### src/rtl/pattern_tx_pkg.sv
// Shared definitions for the serial pattern transmitter and the detector-side benches.
package pattern_tx_pkg;

  typedef enum logic [1:0] {
    ST_IDLE  = 2'b00,
    ST_SHIFT = 2'b01,
    ST_GAP   = 2'b10
  } state_t;

  localparam int PAT_W_DEFAULT = 4;

endpackage

### src/rtl/piso_shift_reg.sv
// Parallel-in serial-out shift register, MSB first; load has priority over shift.
module piso_shift_reg #(
  parameter int W = 4
) (
  input  logic         clk,
  input  logic         reset,
  input  logic         load,
  input  logic         shift,
  input  logic [W-1:0] pin,
  output logic         sout
);

  logic [W-1:0] sr;

  always_ff @(posedge clk) begin
    if (reset) begin
      sr <= '0;
    end else if (load) begin
      sr <= pin;
    end else if (shift) begin
      sr <= {sr[W-2:0], 1'b0};
    end
  end

  assign sout = sr[W-1];

endmodule

### src/rtl/pattern_tx.sv
// Serial pattern transmitter: sends a captured pattern MSB-first, repeated
// max(repeat_n,1) times with GAP_LEN idle cycles between repetitions.
module pattern_tx
  import pattern_tx_pkg::*;
#(
  parameter int PAT_W   = PAT_W_DEFAULT,
  parameter int CNT_W   = 4,
  parameter int GAP_LEN = 0
) (
  input  logic             clk,
  input  logic             reset,
  input  logic             pat_valid,
  output logic             pat_ready,
  input  logic [PAT_W-1:0] pat,
  input  logic [CNT_W-1:0] repeat_n,
  output logic             dout,
  output logic             dout_valid,
  output logic             dout_last,
  output logic             busy,
  output state_t           fsm_state
);

  localparam int BIT_W = $clog2(PAT_W);
  localparam int GAP_W = (GAP_LEN > 0) ? $clog2(GAP_LEN + 1) : 1;
  localparam logic [BIT_W-1:0] BIT_LAST   = BIT_W'(PAT_W - 1);
  localparam logic [BIT_W-1:0] BIT_PENULT = BIT_W'(PAT_W - 2);
  localparam logic [GAP_W-1:0] GAP_LAST   = GAP_W'((GAP_LEN > 0) ? GAP_LEN - 1 : 0);
  localparam logic [CNT_W-1:0] REP_ONE    = CNT_W'(1);

  state_t           state;
  logic [PAT_W-1:0] pat_q;
  logic [BIT_W-1:0] bit_cnt;
  logic [CNT_W-1:0] rep_cnt;
  logic [GAP_W-1:0] gap_cnt;

  logic             accept;
  logic             bit_last;
  logic             more_reps;
  logic             gap_done;
  logic             sr_load;
  logic             sr_shift;
  logic [PAT_W-1:0] sr_pin;

  // Handshake: a request transfers on a rising edge where pat_valid and
  // pat_ready are both high; pat_ready is high only in IDLE and out of reset,
  // and pat_valid seen at any other time is dropped, never queued.
  assign pat_ready = (state == ST_IDLE) && !reset;
  assign accept    = pat_valid && pat_ready;
  assign fsm_state = state;

  assign bit_last  = (state == ST_SHIFT) && (bit_cnt == BIT_LAST);
  assign more_reps = (rep_cnt != REP_ONE);
  assign gap_done  = (state == ST_GAP) && (gap_cnt == GAP_LAST);

  // With a gap, the reload waits until the gap ends so the drained (all-zero)
  // register holds dout low during the gap without an output gate.
  assign sr_load  = accept || (bit_last && more_reps && (GAP_LEN == 0)) || gap_done;
  assign sr_shift = (state == ST_SHIFT);
  assign sr_pin   = accept ? pat : pat_q;

  piso_shift_reg #(.W(PAT_W)) u_piso (
    .clk   (clk),
    .reset (reset),
    .load  (sr_load),
    .shift (sr_shift),
    .pin   (sr_pin),
    .sout  (dout)
  );

  always_ff @(posedge clk) begin
    if (reset) begin
      state      <= ST_IDLE;
      pat_q      <= '0;
      bit_cnt    <= '0;
      rep_cnt    <= '0;
      gap_cnt    <= '0;
      dout_valid <= 1'b0;
      dout_last  <= 1'b0;
      busy       <= 1'b0;
    end else begin
      dout_last <= 1'b0;
      case (state)
        ST_IDLE: begin
          if (accept) begin
            pat_q      <= pat;
            rep_cnt    <= (repeat_n == '0) ? REP_ONE : repeat_n;
            bit_cnt    <= '0;
            dout_valid <= 1'b1;
            busy       <= 1'b1;
            state      <= ST_SHIFT;
          end
        end
        ST_SHIFT: begin
          bit_cnt <= bit_cnt + BIT_W'(1);
          // Registered flag lands on the final bit of the final repetition.
          if ((bit_cnt == BIT_PENULT) && !more_reps) begin
            dout_last <= 1'b1;
          end
          if (bit_last) begin
            bit_cnt <= '0;
            if (more_reps) begin
              rep_cnt <= rep_cnt - REP_ONE;
              if (GAP_LEN > 0) begin
                gap_cnt    <= '0;
                dout_valid <= 1'b0;
                state      <= ST_GAP;
              end
            end else begin
              dout_valid <= 1'b0;
              busy       <= 1'b0;
              state      <= ST_IDLE;
            end
          end
        end
        ST_GAP: begin
          gap_cnt <= gap_cnt + GAP_W'(1);
          if (gap_done) begin
            dout_valid <= 1'b1;
            state      <= ST_SHIFT;
          end
        end
        default: state <= ST_IDLE;
      endcase
    end
  end

endmodule

### config.mk
export PLATFORM = sky130hd
export DESIGN_NAME = pattern_tx
export DESIGN_NICKNAME = d
export VERILOG_FILES = /design/src/rtl/pattern_tx_pkg.sv /design/src/rtl/piso_shift_reg.sv /design/src/rtl/pattern_tx.sv
export SDC_FILE = /design/constraint.sdc
export NUM_CORES = 1
export LEC_CHECK = 0
export BUFFER_PORTS_ARGS = -buffer_cell sky130_fd_sc_hd__clkbuf_2
export CORE_MARGIN = 5
export CORE_UTILIZATION = 38
export DETAILED_ROUTE_END_ITERATION = 8
export GPL_ROUTABILITY_DRIVEN = 1
export SYNTH_ARGS = -nofsm -noshare
export SYNTH_HDL_FRONTEND = slang
export SYNTH_HIERARCHICAL = 1
export SYNTH_SLANG_ARGS = --single-unit
### constraint.sdc
create_clock -name clk -period 2.6 [get_ports clk]
set_clock_uncertainty 0.15 [all_clocks]
set_input_delay 0.39 -clock clk [delete_from_list [all_inputs] [get_ports clk]]
set_output_delay 0.39 -clock clk [all_outputs]
set_load 0.02 [all_outputs]
==> qor.csv, run 1 <==
metric,value,unit
Rows,17,
grt total ovfl,0,
CP Max Fanout,7,
ANT nets after route,0,
Placer Congestion,0.854,
cell taking the most area after synthesis,dfxtp_1,
Yosys cell types,33,
Tcrit/Tclk final,82.2,%
Starting Density,40.3,%
wire per inst,13.2,um
post-synthesis mux area share,10.7,%
Filler Cell Count,229,
Max Buffers Root-to-Sink,2,
hold_buf cts,0,
Synth Area in Compound Gates,16.8,%
Fin. Hold Viols,0,
reg2reg setup slack,0.46,ns
"EDFF count, synth",0,
I/O Buffers,16,
largest net degree at the start of global routing,26,
number of DRC markers in iteration 0,12,
Avg Inst Size Synth,8.73,um^2
later-pin clock latency in the skew report,0.29,ns
peak supply drop,0.264,mV
initial antenna violation count,0,
RSZ-0062 raised after global routing,false,
total length of routed wires,1930,um
CTS Buf Count,3,
drt first pass iters,4,
Critical Path Most Common Cell,or3b_1,
Yosys top cell area share,35.6,%
Synth Area in Simple Gates,22.8,%
antenna diode count,0,
total die area,0.00344,mm^2
CTS tree,done,
fmax,468,MHz
endpoint class of the critical path,flip-flop,
Nets,134,
critical path type,flip-flop to flip-flop,
number of instances in the placed design,142,
"Seq/Total Area, Yosys",35.6,%
Main synth FF type,dfxtp_1,
IO Pins,18,
Total Routing Usage GR,12.4,%
detailed-route DRC error count,0,
DR vias,762,
"Cell Area, Placed",983,um^2
design area,0.00102,mm^2
Clock Pin Slew Worst Setup and Hold Paths,0.10,ns
share of flip-flops with an asynchronous set or reset,0,%
H-tree levels,1,
Max-Cap Viols,0,
worst hold-check path type,primary input to flip-flop,
yosys warns,6,
data arrival time of the worst path,2.22,ns
# resized after CTS,0,
Final Core Density,45.7,%
pwr dens,528,mW/mm^2
Syn Inst Count,103,
Vias/cell,5.22,
chip width,58.7,um
HPWL Detailed,1400,um
leading post-synthesis cells by cell area,"dfxtp_1 36%, mux2_2 6.3%, nand2_1 6.3%",
number of global-route vias before repair,740,
largest family of logic cells by synthesized area,simple AND/OR/NAND/NOR gates,
Final TNS setup,0,ns
P&R area growth vs syn,13.4,%
Adder-Cell Fraction of Synth Area,5.56,%
max-slew violation count,0,
Crit path largest cell delay,0.48,ns
worst path cell trace,ha_1 > or3b_1 > a31o_4 > or3b_1 > a21oi_1,
Startpoint Class,flip-flop,
status,completed,
fin cells,146,
Post-Syn Area,900,um^2
Worst EP required,2.68,ns
minimum clock period,2.14,ns
Root Buffer,clkbuf_4,
"Slowest-stage cell, CP",or3b_1,
Die H,58.7,um
Final Setup Violations,0,
ratio of cells with drive above 1 in the final layout,25.4,%
number of clock sinks,16,
syn nets,118,
Post-CTS Setup Inserts,0,
core area,0.00223,mm^2
Post-Synth XOR/XNOR Area,0,%
post-synthesis register bit count,16,
first-pass GRT wire length,3260,um
P_leak,0.428,nW
[worst paths after layout]
path	start	end	cells after the start
worst min register to register	pat_q[1]$_SDFFE_PP0N_	pat_q[1]$_SDFFE_PP0N_	2
worst min-delay path	pat[2]	pat_q[2]$_SDFFE_PP0N_	3
worst max-delay path	rep_cnt[0]$_SDFFE_PP0P_	u_piso/sr[0]$_SDFFE_PP0P_	5
worst max register to register	rep_cnt[0]$_SDFFE_PP0P_	u_piso/sr[0]$_SDFFE_PP0P_	5
[metrics by stage]
step	hold slack [ns]	setup slack [ns]	power (mW)
3_5_place_dp	0.297	0.528	0.372
5_1_grt	0.176	0.338	0.563
3_3_place_gp	0.292	0.582	0.370
4_1_cts	0.165	0.482	0.540
6_report	0.167	0.463	0.538
2_1_floorplan	0.284	0.637	0.346
[state kept, by name (all words and copies together), names as in the netlist]
| name | flops |
|---|---|
| bit_cnt | 2 |
| rep_cnt | 4 |
| dout_last | 1 |
| busy | 1 |
| u_piso/sr | 4 |
| pat_q | 4 |
[cell usage after synthesis (2+ instances only)]
cell      instances
nand2_1          15
nor2b_1           4
dfxtp_1          16
nor2_1            5
buf_4             3
inv_1             7
a211oi_1          4
mux2i_1           4
clkbuf_1          2
nor3_1            3
nor3b_1           4
or3b_1            2
a21oi_1           7
ha_1              4
mux2_2            5
[critical path: cells and delay by family, from the launching register on]
family	cells	cell delay, ns
and+or+nand+nor	2	0.85
AOI/OAI and AO/OA	2	0.45
DFF	1	0.42
adders and majority gates	1	0.19
[power by group]
| part | leakage (nW) | switching [mW] | total (mW) | internal, mW |
|---|---|---|---|---|
| Clock | 0.0210 | 0.0855 | 0.171 | 0.0854 |
| Sequential | 0.131 | 0.0101 | 0.269 | 0.259 |
| Combinational | 0.276 | 0.0567 | 0.0981 | 0.0414 |
[cell type report]
| type | instances | area, um^2 | share of cell area (%) |
|---|---|---|---|
| Clock buffer | 4 | 36.3 | 3.56 |
| Inverter | 7 | 26.3 | 2.58 |
| Multi-Input combinational cell | 73 | 507 | 49.7 |
| Sequential cell | 16 | 320 | 31.4 |
| Tap cell | 28 | 35.0 | 3.44 |
| Timing Repair Buffer | 18 | 95.1 | 9.33 |
[cells by family after synthesis]
| family | after synthesis |
|---|---|
| buffers and inverters | 14 |
| adders and majority gates | 4 |
| other | 1 |
| muxes | 9 |
| and+or+nand+nor | 38 |
| DFF | 16 |
| AOI/OAI and AO/OA | 21 |
[cell usage in the layout, fill, tap and decap left out]
cell type / count
a2111oi_0: 1
a211o_1: 1
a211o_2: 1
a211oi_1: 4
a21oi_1: 7
a311oi_1: 1
a31o_4: 1
a31oi_1: 1
and2b_1: 1
and4b_1: 1
buf_4: 2
clkbuf_2: 16
clkbuf_4: 3
clkbuf_8: 1
conb_1: 1
dfxtp_1: 16
ha_1: 4
inv_1: 7
mux2_2: 5
mux2i_1: 4
nand2_1: 15
nand2b_1: 1
nor2_1: 5
nor2b_1: 4
nor3_1: 3
nor3b_1: 4
nor3b_2: 1
nor4_1: 1
o211ai_1: 1
o21ai_0: 1
o22ai_1: 1
o31ai_1: 1
or3b_1: 2
[layer usage]
layer | up-vias | GRT usage (%) | share of wire, %
li1 | 388 | - | -
met1 | 349 | 15.0 | 47
met4 | 0 | 6.80 | 2.7
met5 | - | 0 | 0
met2 | 17 | 20.6 | 47
met3 | 8 | 2.19 | 3.5
No activity file was read; power rests on OpenSTA's default activity.
==> inputs of run 2 (changes only) <==
--- a/config.mk
+++ b/config.mk
@@ -5,6 +5,7 @@
 export SDC_FILE = /design/constraint.sdc
 export NUM_CORES = 1
 export LEC_CHECK = 0
+export ABC_AREA = 1
 export BUFFER_PORTS_ARGS = -buffer_cell sky130_fd_sc_hd__clkbuf_2
 export CORE_MARGIN = 5
 export CORE_UTILIZATION = 38
==> constraint.sdc (replaced) <==
create_clock -name clk -period 2.05 [get_ports clk]
set_clock_uncertainty 0.15 [all_clocks]
set_input_delay 0.3075 -clock clk [delete_from_list [all_inputs] [get_ports clk]]
set_output_delay 0.3075 -clock clk [all_outputs]
set_load 0.02 [all_outputs]
==> run 2 against run 1 <==
Against the previous run: total power grew 32%; first-iteration DRC count grew 50%; sequential share of layout area shrank 0.79 points; clock power shrank 6%; sequential power grew 29%; die area grew 3.3%; count of clock-buffer cells in the layout shrank 1; wire length shrank 8.8%.
==> qor.csv, run 2 <==
metric,value,unit,change
status,completed,,
I/O Buffers,16,,unchanged
Worst R2R Start,rep_cnt[1]$_SDFFE_PP0P_,,
hold_buf cts,0,,unchanged
Avg Inst Size Synth,7.31,um^2,-16%
critical path type,flip-flop to primary output,,
grt total ovfl,0,,unchanged
peak supply drop,0.364,mV,+38%
H-tree levels,1,,unchanged
worst hold-check path type,primary input to flip-flop,,
number of DRC markers in iteration 0,18,,+6
Max Buffers Root-to-Sink,2,,unchanged
RSZ-0062 raised after global routing,false,,
CTS Buf Count,3,,unchanged
Root Buffer,clkbuf_4,,
Fin. Hold Viols,0,,unchanged
largest net degree at the start of global routing,18,,-31%
max-slew violation count,0,,unchanged
Die H,59.6,um,+1.7%
Final Setup Violations,0,,unchanged
endpoint class of the critical path,primary output,,
Top Family by Delay on Critical Path,buffers and inverters,,
Total Routing Usage GR,11.7,%,-0.71 points
Post-CTS Setup Inserts,0,,unchanged
storage element area,320,um^2,unchanged
Final Core Density,43.4,%,-2.3 points
IO Pins,18,,unchanged
chip width,59.6,um,+1.7%
DR vias,770,,+1.0%
Multi-input gate area,489,um^2,-3.5%
"Slowest-stage cell, CP",dfxtp_1,,
initial antenna violation count,0,,unchanged
most frequent cells in the layout,"26 x nand2_1, 16 x dfxtp_1, 16 x clkbuf_2",,
Syn Inst Count,128,,+24%
wire per inst,10.1,um,-23%
CTS tree,done,,
antenna diode count,0,,unchanged
pwr dens,678,mW/mm^2,+28%
# resized after CTS,0,,unchanged
Placer Congestion,0.788,,-7.7%
ANT nets after route,0,,unchanged
Worst EP required,1.59,ns,-1.09 ns
hold endpoint,pat_q[1]$_SDFFE_PP0N_,,
Max-Cap Viols,0,,unchanged
Synth top cells by count,"26 x nand2_1, 16 x dfxtp_1, 14 x nor2_1",,
Rows,18,,+1
reg2reg setup slack,0.56,ns,+0.10 ns
ratio of cells with drive above 1 in the final layout,33.3,%,+7.9 points
Final TNS setup,0,ns,unchanged
Vias/cell,4.43,,-15%
minimum clock period,1.56,ns,
cell taking the most area after synthesis,dfxtp_1,,
Clock Pin Slew Worst Setup and Hold Paths,0.09,ns,about the same
"Seq/Total Area, Yosys",34.2,%,-1.4 points
first-pass GRT wire length,3150,um,-3.4%
Yosys top cell area share,34.2,%,-1.4 points
HPWL Detailed,1450,um,+3.3%
Crit path largest cell delay,0.38,ns,-0.10 ns
Tcrit/Tclk final,76.2,%,
leading post-synthesis cells by cell area,"dfxtp_1 34%, nand2_1 10%, nor2_1 5.6%",,
Yosys cell types,22,,-33%
share of flip-flops with an asynchronous set or reset,0,%,unchanged
yosys warns,6,,unchanged
largest registers,"pat_q x4, rep_cnt x4, u_piso/sr x4",,
post-synthesis register bit count,16,,unchanged
CP Max Fanout,17,,+10
total die area,0.00356,mm^2,+3.3%
core area,0.00241,mm^2,+7.9%
number of clock sinks,16,,unchanged
Main synth FF type,dfxtp_1,,
data arrival time of the worst path,1.10,ns,-1.12 ns
"commonest non-fill, non-tap cell in the layout",nand2_1,,
worst path cell trace,buf_4 > clkbuf_2,,
Startpoint Class,flip-flop,,
hold path cells,3,,unchanged
Filler Cell Count,252,,+10%
hold path startpoint,pat[1],,
syn nets,143,,+21%
Nets,161,,+20%
detailed-route DRC error count,0,,unchanged
number of global-route vias before repair,768,,+3.8%
Worst Reg-to-Reg Cells,10,,+5
Post-Syn Area,936,um^2,+4.0%
P_leak,0.520,nW,+21%
fmax,641,MHz,
drt first pass iters,4,,unchanged
total length of routed wires,1760,um,-8.8%
worst path buffer plus inverter count,2,,+2
P&R area growth vs syn,11.8,%,
"EDFF count, synth",0,,unchanged
RR Endpoint,u_piso/sr[3]$_SDFFE_PP0P_,,
later-pin clock latency in the skew report,0.28,ns,about the same
most common cell in the netlist,nand2_1,,
Starting Density,38.8,%,-1.4 points
-- run 2: changes by cell type in the layout (fill, tap and decap cells not counted), moves of 5 or more --
cell,previous run,this run
nand3_1,0,8
mux2_2,5,0
inv_2,0,8
nor2_1,5,14
nor2_2,0,7
inv_1,7,12
o21ai_2,0,5
nand2_1,15,26
-- run 2: layout make-up --
cell class / count / share of cell area, %
multi-input combinational: 86 / 46.8
sequential: 16 / 30.6
timing repair buffer: 18 / 9.09
inverter: 21 / 7.78
tap: 30 / 3.59
clock buffer: 3 / 2.15
-- run 2: how the worst max path moves through the flow --
stage                      start                   endpoint  slack (ns)  cells past startpoint
3_3_place_gp               reset  u_piso/sr[2]$_SDFFE_PP0P_        0.56                     11
4_1_cts        busy$_SDFFE_PP0P_                 dout_valid        0.46                      2
3_5_place_dp               reset  u_piso/sr[2]$_SDFFE_PP0P_        0.55                     11
5_1_grt        busy$_SDFFE_PP0P_               fsm_state[0]        0.42                      2
6_report       busy$_SDFFE_PP0P_                 dout_valid        0.49                      2
2_1_floorplan  busy$_SDFFE_PP0P_  u_piso/sr[1]$_SDFFE_PP0P_        0.35                     10
-- run 2: worst min-delay path, delay by kind of cell --
| kind | cells | cell delay, ns |
|---|---|---|
| AOI/OAI and AO/OA | 1 | 0.07 |
| and+or+nand+nor | 1 | 0.06 |
| buffers and inverters | 1 | 0.09 |
-- run 2: where the power goes --
part	internal (mW)	switching [mW]
combinational	0.0726	0.128
sequential	0.334	0.0144
clock	0.0680	0.0922
total	0.475	0.234
-- run 2: layer usage --
| metal | up-vias | wire length, um | track usage, % |
|---|---|---|---|
| met5 | - | 0 | 0 |
| met2 | 13 | 865 | 19.3 |
| met4 | 0 | 15 | 5.70 |
| met3 | 2 | 90 | 2.18 |
| met1 | 337 | 788 | 14.4 |
| li1 | 418 | - | - |
-- run 2: cells by family (layout without fill, tap and decap cells) --
group / Yosys count / in the layout / share of synthesized area [%]
AOI/OAI and AO/OA: 17 / 17 / 11.5
adders and majority gates: 4 / 4 / 5.35
buffers and inverters: 26 / 42 / 13.5
DFF: 16 / 16 / 34.2
other: 1 / 1 / 0.401
and+or+nand+nor: 64 / 64 / 35.0
-- run 2: metrics by stage --
stage / std cells / worst slack [ns] / cell area [um^2] / hold slack [ns] / power [mW]
floorplan: 128 / 0.349 / 936 / 0.220 / 0.517
global placement: 171 / 0.562 / 1020 / 0.312 / 0.556
detailed placement: 171 / 0.549 / 1020 / 0.327 / 0.560
CTS: 174 / 0.459 / 1050 / 0.121 / 0.725
global route: 174 / 0.418 / 1050 / 0.123 / 0.766
finish: 174 / 0.489 / 1050 / 0.129 / 0.709
==> inputs of run 3 (changes only) <==
==> constraint.sdc (replaced) <==
create_clock -name clk -period 1.3 [get_ports clk]
set_clock_uncertainty 0.15 [all_clocks]
set_input_delay 0.195 -clock clk [delete_from_list [all_inputs] [get_ports clk]]
set_output_delay 0.195 -clock clk [all_outputs]
set_load 0.02 [all_outputs]
==> run 3 against run 2 <==
Against the previous run: the run now ends with setup timing left; combinational power rose to 2.6 times the previous value; hold slack worse by 0.0081 ns; count of clock-buffer cells in the layout up 1; total power up 100%; via count up 18%; final cell count up 14%; register-to-register slack worse by 0.66 ns; core utilization up 15 points; wire length up 29%; first-iteration DRC count down 61%; die area unchanged; critical path type unchanged.
==> qor.csv, run 3 (synthesis gave the netlist of run 2 again) <==
metric,value,unit,change
initial antenna violation count,0,,unchanged
Startpoint Class,flip-flop,,
Root Buffer,clkbuf_4,,
minimum clock period,1.40,ns,
P&R area growth vs syn,49.2,%,
Max Buffers Root-to-Sink,2,,unchanged
RSZ-0062 raised after global routing,true,,
ANT nets after route,0,,unchanged
Total Routing Usage GR,13.9,%,+2.2 points
drt first pass iters,4,,unchanged
violated checks,setup timing,,
largest net degree at the start of global routing,12,,-6
hold_buf cts,0,,unchanged
Worst Hold Slack,0.121,ns,-0.00813 ns
Fin. Hold Viols,0,,unchanged
worst path cell trace,nor2_4 > buf_4 > buf_6,,
worst path buffer plus inverter count,2,,unchanged
fmax,714,MHz,
H-tree levels,1,,unchanged
Tcrit/Tclk final,108,%,
critical path type,flip-flop to primary output,,
Final Core Density,57.9,%,+15 points
CTS Buf Count,3,,unchanged
data arrival time of the worst path,1.06,ns,-0.04 ns
most frequent cells in the layout,"25 x nand2_1, 21 x buf_4, 12 x clkbuf_2",,
number of DRC markers in iteration 0,7,,-11
Rows,18,,unchanged
Crit path largest cell delay,0.37,ns,about the same
later-pin clock latency in the skew report,0.29,ns,about the same
largest registers,"pat_q x4, rep_cnt x4, u_piso/sr x4",,
total length of routed wires,2280,um,+29%
antenna diode count,0,,unchanged
P_leak,0.667,nW,+28%
final worst setup slack,-0.101,ns,-0.589 ns
first-pass GRT wire length,3720,um,+18%
worst hold-check path type,primary input to flip-flop,,
number of clock sinks,16,,unchanged
Top Family by Delay on Critical Path,flip-flops,,
I/O Buffers,16,,unchanged
endpoint class of the critical path,primary output,,
IO Pins,18,,unchanged
Final Setup Violations,10,,+10
max-slew violation count,0,,unchanged
overall power,1.42,mW,+100%
HPWL Detailed,1580,um,+8.8%
peak supply drop,0.621,mV,+70%
pwr dens,1020,mW/mm^2,+50%
Vias/cell,4.58,,+3.5%
CP Max Fanout,3,,-14
status,"finished, violations left",,
DR vias,907,,+18%
grt total ovfl,0,,unchanged
Nets,184,,+14%
total die area,0.00356,mm^2,unchanged
Setup WS pre-CTS,-0.103,ns,-0.653 ns
Starting Density,38.8,%,unchanged
"Slowest-stage cell, CP",dfxtp_4,,
CTS tree,done,,
Die H,59.6,um,unchanged
ratio of cells with drive above 1 in the final layout,56.5,%,+23 points
detailed-route DRC error count,0,,unchanged
wire per inst,11.5,um,+14%
Placer Congestion,0.745,,-5.5%
core area,0.00241,mm^2,unchanged
Max-Cap Viols,0,,unchanged
Clock Pin Slew Worst Setup and Hold Paths,0.10,ns,about the same
chip width,59.6,um,unchanged
Worst EP required,0.95,ns,-0.64 ns
"commonest non-fill, non-tap cell in the layout",nand2_1,,
number of global-route vias before repair,954,,+24%
run 3: repair_timing:
item / 4_1_cts / 5_1_grt
gates resized for setup: 25 / 22
endpoints found under the setup margin: 13 / 19
gates cloned: 1 / 0
setup buffers: 2 / 5
pin swaps: 9 / 13
run 3: final cells by class:
class | instances | area [um^2]
multi-input cells | 87 | 599
repair buffers | 40 | 305
fillers | 241 | 1010
well taps | 30 | 37.5
clock buffers | 4 | 36.3
inverters | 21 | 88.8
flip-flops and latches | 16 | 329
run 3: worst paths after layout:
path / start / end / slack, ns / depth (start not counted)
worst min-delay path: repeat_n[1] / rep_cnt[1]$_SDFFE_PP0P_ / 0.12 / 5
worst min register to register: u_piso/sr[0]$_SDFFE_PP0P_ / u_piso/sr[0]$_SDFFE_PP0P_ / 0.34 / 2
worst max register to register: busy$_SDFFE_PP0P_ / u_piso/sr[3]$_SDFFE_PP0P_ / -0.10 / 9
worst max-delay path: busy$_SDFFE_PP0P_ / pat_ready / -0.10 / 3
run 3: where the power goes:
part	internal (mW)	total (mW)	switching, mW
combinational	0.254	0.527	0.273
sequential	0.531	0.558	0.0273
clock	0.171	0.339	0.168
run 3: tightest hold or removal path, stage by stage:
cell	delay (ns)
clkbuf_2	0.09
nand2_1	0.06
o21ai_1	0.07
nor2_2	0.08
nor2_1	0.05
run 3: through the flow:
step           instances  area [um^2]  TNS, ns
2_1_floorplan        128          945   -0.439
3_3_place_gp         188         1170   -0.206
3_5_place_dp         188         1170   -0.418
4_1_cts              195         1320   -0.431
5_1_grt              198         1400    -1.36
6_report             198         1400   -0.647
run 3: routing by layer:
layer	GRT usage, %	up-vias	part of all wire, %
li1	-	467	-
met1	14.4	424	42
met2	26.2	10	53
met3	1.96	6	2.1
met4	7.59	0	2.6
met5	0	-	0
